[src/rtl/median_calc_pkg.sv]
// -----------------------------------------------------------------------------
// median_calc_pkg
// Shared types and constants for the KxK rank-select (median) calculator.
//   state_t       : controller states IDLE / CALC / DONE
//   DEFAULT_*     : default pixel width and window side
//   default_rank  : rank of the (lower) median for an N-element window
// -----------------------------------------------------------------------------
package median_calc_pkg;

   typedef enum logic [1:0] {
      IDLE = 2'd0,
      CALC = 2'd1,
      DONE = 2'd2
   } state_t;

   localparam int DEFAULT_DATA_W = 8;
   localparam int DEFAULT_K      = 9;

   // Lower median for even N.
   function automatic int default_rank(input int n);
      return (n - 1) / 2;
   endfunction

endpackage : median_calc_pkg

[src/rtl/median_zero_counter.sv]
// -----------------------------------------------------------------------------
// median_zero_counter
// Combinational popcount of still-live candidates whose bit b is zero.
//   window_i  : N pixels, element j at [j*DATA_W +: DATA_W]
//   mask_i    : live-candidate mask, one bit per element
//   bit_i     : bit index b under examination
//   plane_o   : bit b of every element (shared with the mask update)
//   c0_o      : count of j with mask_i[j] & ~pixel[j][b], RANK_W+1 bits
// -----------------------------------------------------------------------------
module median_zero_counter #(
   parameter int N      = 81,
   parameter int DATA_W = 8,
   localparam int RANK_W = $clog2(N),
   localparam int BIT_W  = $clog2(DATA_W)
) (
   input  logic [N*DATA_W-1:0] window_i,
   input  logic [N-1:0]        mask_i,
   input  logic [BIT_W-1:0]    bit_i,
   output logic [N-1:0]        plane_o,
   output logic [RANK_W:0]     c0_o
);

   logic [DATA_W-1:0] pix [N];

   for (genvar j = 0; j < N; j++) begin : g_unpack
      assign pix[j]     = window_i[j*DATA_W +: DATA_W];
      assign plane_o[j] = pix[j][bit_i];
   end

   // NOTE: every variable written in always_comb is given a value before any
   // conditional use, otherwise synthesis infers a latch.
   always_comb begin
      c0_o = '0;
      for (int j = 0; j < N; j++) begin
         c0_o = c0_o + {{RANK_W{1'b0}}, mask_i[j] & ~plane_o[j]};
      end
   end

endmodule : median_zero_counter

[src/rtl/median_filter_kxk_rank_calc.sv]
// -----------------------------------------------------------------------------
// median_filter_kxk_rank_calc
// Selects the element of a given rank from a KxK window using MSB-first radix
// selection: one result bit per clock, DATA_W clocks per window.
//   clk       : system clock, rising edge
//   rst       : asynchronous reset, active-low
//   done_i    : window-valid strobe, sampled only in IDLE
//   window_i  : N*DATA_W flattened window, element 0 = top-left, row-major
//   rank_i    : requested rank, 0 = minimum (only with MEDIAN_CALC_RANK_SEL_EN)
//   busy_o    : high while a window is in progress
//   median_o  : selected value, held until the next completion
//   done_o    : one-cycle completion pulse
// Build option: define MEDIAN_CALC_RANK_SEL_EN to add rank_i (clamped to N-1);
// otherwise the rank is fixed at the median (N-1)/2.
// -----------------------------------------------------------------------------
module median_filter_kxk_rank_calc
   import median_calc_pkg::*;
#(
   parameter int DATA_W = DEFAULT_DATA_W,
   parameter int K      = DEFAULT_K
) (
   input  logic                     clk,
   input  logic                     rst,
   input  logic                     done_i,
   input  logic [K*K*DATA_W-1:0]    window_i,
`ifdef MEDIAN_CALC_RANK_SEL_EN
   input  logic [$clog2(K*K)-1:0]   rank_i,
`endif
   output logic                     busy_o,
   output logic [DATA_W-1:0]        median_o,
   output logic                     done_o
);

   localparam int N      = K * K;
   localparam int RANK_W = $clog2(N);
   localparam int BIT_W  = $clog2(DATA_W);

   state_t              state_q,  state_d;
   logic [N*DATA_W-1:0] win_q,    win_d;
   logic [N-1:0]        mask_q,   mask_d;
   logic [RANK_W:0]     rank_q,   rank_d;
   logic [BIT_W-1:0]    bit_q,    bit_d;
   logic [DATA_W-1:0]   res_q,    res_d;
   logic [DATA_W-1:0]   median_q, median_d;
   logic                done_q,   done_d;

   logic [RANK_W:0]     c0;
   logic [N-1:0]        plane;
   logic [RANK_W:0]     rank_load;
   logic                take_one;

   median_zero_counter #(
      .N      (N),
      .DATA_W (DATA_W)
   ) u_zero_counter (
      .window_i (win_q),
      .mask_i   (mask_q),
      .bit_i    (bit_q),
      .plane_o  (plane),
      .c0_o     (c0)
   );

`ifdef MEDIAN_CALC_RANK_SEL_EN
   // Out-of-range ranks saturate to the maximum element.
   assign rank_load = (int'(rank_i) >= N) ? (RANK_W+1)'(N - 1) : {1'b0, rank_i};
`else
   assign rank_load = (RANK_W+1)'(default_rank(N));
`endif

   always_comb begin
      state_d  = state_q;
      win_d    = win_q;
      mask_d   = mask_q;
      rank_d   = rank_q;
      bit_d    = bit_q;
      res_d    = res_q;
      median_d = median_q;
      done_d   = 1'b0;
      take_one = 1'b0;

      case (state_q)
         IDLE: begin
            if (done_i) begin
               state_d = CALC;
               win_d   = window_i;
               mask_d  = '1;
               rank_d  = rank_load;
               bit_d   = BIT_W'(DATA_W - 1);
               res_d   = '0;
            end
         end

         CALC: begin
            // Fewer zeros than the remaining rank: the answer lies among the
            // ones, skipping past all the zeros below it.
            take_one     = (rank_q >= c0);
            res_d[bit_q] = take_one;
            if (take_one) begin
               rank_d = rank_q - c0;
            end
            mask_d = mask_q & (take_one ? plane : ~plane);
            if (bit_q == '0) begin
               state_d  = DONE;
               median_d = res_d;
               done_d   = 1'b1;
            end else begin
               bit_d = bit_q - 1'b1;
            end
         end

         DONE:    state_d = IDLE;
         default: state_d = IDLE;
      endcase
   end

   // NOTE: state is updated with non-blocking assignments so all flops sample
   // the same pre-edge values; the window copy is reset along with the rest.
   always_ff @(posedge clk or negedge rst) begin
      if (!rst) begin
         state_q  <= IDLE;
         win_q    <= '0;
         mask_q   <= '0;
         rank_q   <= '0;
         bit_q    <= '0;
         res_q    <= '0;
         median_q <= '0;
         done_q   <= 1'b0;
      end else begin
         state_q  <= state_d;
         win_q    <= win_d;
         mask_q   <= mask_d;
         rank_q   <= rank_d;
         bit_q    <= bit_d;
         res_q    <= res_d;
         median_q <= median_d;
         done_q   <= done_d;
      end
   end

   assign busy_o   = (state_q != IDLE);
   assign median_o = median_q;
   assign done_o   = done_q;

endmodule : median_filter_kxk_rank_calc

[config.mk]
export PLATFORM = sky130hd
export DESIGN_NAME = median_filter_kxk_rank_calc
export DESIGN_NICKNAME = d
export VERILOG_FILES = /design/src/rtl/median_calc_pkg.sv /design/src/rtl/median_zero_counter.sv /design/src/rtl/median_filter_kxk_rank_calc.sv
export SDC_FILE = /design/constraint.sdc
export NUM_CORES = 2
export LEC_CHECK = 0
export CORE_MARGIN = 1
export CORE_UTILIZATION = 40
export CTS_BUF_LIST = sky130_fd_sc_hd__clkbuf_4
export DETAILED_ROUTE_END_ITERATION = 8
export HOLD_SLACK_MARGIN = 0.15
export MAX_ROUTING_LAYER = met4
export SLEW_MARGIN = 25
export SYNTH_ARGS = -nofsm -noshare
export SYNTH_HDL_FRONTEND = slang
export SYNTH_SLANG_ARGS = --single-unit
[constraint.sdc]
create_clock -name clk -period 9.9 [get_ports clk]
set_input_delay 1.98 -clock clk [delete_from_list [all_inputs] [get_ports clk]]
set_output_delay 1.98 -clock clk [all_outputs]
set_load 0.02 [all_outputs]
==> key figures <==
Run status
  – Outcome: complete, no violations

Floorplan
  – Total Die Area: 0.0930 mm²
  – Core area: 0.0904 mm²
  – Die X: 305 µm
  – Starting Density: 40.6%
  – Die height: 305 µm
  – Rows: 110
  – I/O Pins: 661

Place
  – Routability congestion estimate: 0.894
  – Post-placement cell count: 5711
  – Hpwl dp: 90.4 mm
  – IO buf count: 660
  – Placed Area: 0.0446 mm²

Cells and area
  – Post-Layout Inst Area: 0.0473 mm²
  – Fill count: 8518
  – Cell Count, Final, Fillers Out: 6086
  – Area growth syn-to-layout: 28.9%
  – Share of layout cells above drive strength 1: 10.9%
  – Final nets: 5497

Global route
  – GRT overflow: 0
  – Initial antenna violation count: 17
  – Total GRT Usage: 28.2%
  – Vias in the first global route: 31751
  – First-pass GRT wire length: 192 mm
  – Largest net degree at the start of global routing: 237

Drt
  – # DRC: 0
  – Number of detailed-route iterations in the first pass: 7
  – DRT Wirelength: 128 mm
  – Iter 0 DRT Violations: 2342
  – Routed WL per cell: 21.0 µm
  – Vias per std cell: 5.08
  – Final ANT Viol Nets: 0
  – Total number of vias: 30907

Synth
  – Syn nets: 4799
  – Leading post-synthesis cells by cell area: dfrtp_1 (52%), nand2_1 (21%), fa_1 (3.9%), mux4_2 (3.8%), mux2i_1 (3.1%)
  – FF+latch count, synth: 759
  – Most instantiated cells after synthesis: nand2_1 (2022), dfrtp_1 (759), clkbuf_1 (177), nor2_1 (124), mux2i_1 (115)
  – Syn. warnings: 0
  – Number of synthesized flops with an enable pin: 0
  – Post-synth top area cell: dfrtp_1
  – Async set-reset flop share out of synthesis: 100%
  – Synthesized area per cell: 9.06 µm²
  – Top_reg_cell synth: dfrtp_1
  – Distinct cells, synth: 61
  – Most used standard cell by instance count after synthesis: nand2_1
  – Synthesized area: 0.0367 mm²
  – Sequential share of the synthesized area: 51.7%
  – Cells after synthesis: 4051
  – Area fraction of the dominant cell type after synthesis: 51.7%

Clocking
  – Clock buffer depth: 3
  – Total clock sinks: 759
  – Clock slew at reported path FFs: 70 ps
  – H-tree Lvls: 4
  – CTS tree: built
  – Total CTS buffers: 204
  – Clock latency at the later pin of the worst-skew pair: 1080 ps
  – Root buf cell: clkbuf_4

Flow run
  – Max Cap Viol: 0

STA
  – Final hold vios: 0
  – Count of pins over their slew limit: 0
  – Final period util: 96.2%
  – Fmax achieved: 0.105 GHz
  – Final TNS setup: 0 ps
  – RSZ-0062 raised after global routing: no
  – Worst Skew: 81.4 ps
  – Hold WS: 469 ps
  – Final setup fails: 0
  – Slew @ Worst Pin: 1190 ps
  – Slew HR: 20.4%
  – Min Clock Period, post-route: 9520 ps

Setup path
  – Crit path kind: flip-flop to flip-flop
  – Startpoint Class: flip-flop
  – Arr. time, crit path: 10490 ps
  – Req. time, crit path: 10860 ps
  – CP endpoint kind: flip-flop
  – Slowest cell on crit path: dfrtp_4
  – CP max stage delay: 650 ps
  – Crit-path max FO: 20
  – CP dominant cell by count: fa_1

Worst hold path
  – Hold WC Path Type: flip-flop to flip-flop
area by class of cell:
type                       count  area, µm²  area share, %
multi-input combinational   2947      16400           34.6
sequential                   759      19000           40.1
inverter                      93        352          0.743
clock buffer                 305       2290           4.84
tap                         1176       1470           3.11
clock inverter                40        238          0.502
timing repair buffer         744       7550           16.0
antenna                       22       55.1          0.116
cell usage in the layout (no fill, tap or decap), drive strengths merged, types with 16 or more instances in the layout:
cell type,n
a21oi,82
a221o,20
a221oi,41
a22oi,27
and2,38
buf,85
clkbuf,305
clkdlybuf4s50,659
clkinv,33
dfrtp,759
diode,22
fa,71
ha,26
inv,98
mux2,31
mux2i,115
mux4,62
nand2,2022
nand3,16
nor2,124
o21ai,29
o22a,20
o22ai,19
xnor2,60
flip-flops by register name, indices dropped and copies added, names as in the netlist:
signal    cells
mask_q       81
done_o        1
median_o      8
rank_q        8
state_q       2
bit_q         3
res_q         8
win_q       648
per-layer routing:
metal  track usage [%]  part of all wire (%)  up-vias
li1                  -                     -    14557
met1              34.9                    41    15076
met5                 -                     0        -
met3              5.51                   5.9      225
met2              45.7                    50     1049
met4              10.6                   3.2        0
path summary, 6_finish.rpt:
kind | slack (ps) | endpoint | start | cells past startpoint
max reg2reg | 380 | mask_q[8] | bit_q[0] | 30
min in group asynchronous | 910 | win_q[231] | rst | 1
max | 380 | mask_q[8] | bit_q[0] | 30
min reg2reg | 470 | win_q[192] | win_q[192] | 2
max in group asynchronous | 7100 | win_q[241] | rst | 3
min | 470 | win_q[192] | win_q[192] | 2
worst max-delay path: cells and delay by family (launching register included):
family / cells / cell delay [ps]
AO/OA/AOI/OAI: 10 / 2120
flip-flops: 1 / 650
adder cells (fa/ha/maj): 10 / 4580
buffers and inverters: 6 / 640
AND/OR/NAND/NOR: 3 / 1200
XOR/XNOR: 1 / 180
stage by stage:
step           util (%)  worst slack, ps
2_1_floorplan         -             1390
3_3_place_gp       49.3              343
3_5_place_dp       49.3              235
4_1_cts            52.1              248
5_1_grt            52.4             13.3
6_report           52.4              378
logic make-up (layout without fill, tap and decap cells):
logic type	count (synthesis)	in the layout	share of synthesized area, %
DFF	759	759	51.7
adders and majority gates	97	97	4.76
muxes	208	208	7.89
buffers and inverters	345	1182	3.91
other	0	22	0
and+or+nand+nor	2253	2253	23.8
AOI/OAI and AO/OA	326	326	6.45
xor gates and xnor gates	63	63	1.50
repair_timing:
| item | 4_1_cts | 5_1_grt |
|---|---|---|
| gates resized for setup | 0 | 3 |
| setup endpoints to repair | 0 | 35 |
| buffers inserted | 0 | 5 |
| hold buffers | 0 | 0 |
Power is left out: the tool's default activity adds up to more than one toggle a clock period on the data nets, which glitch-free logic cannot reach.
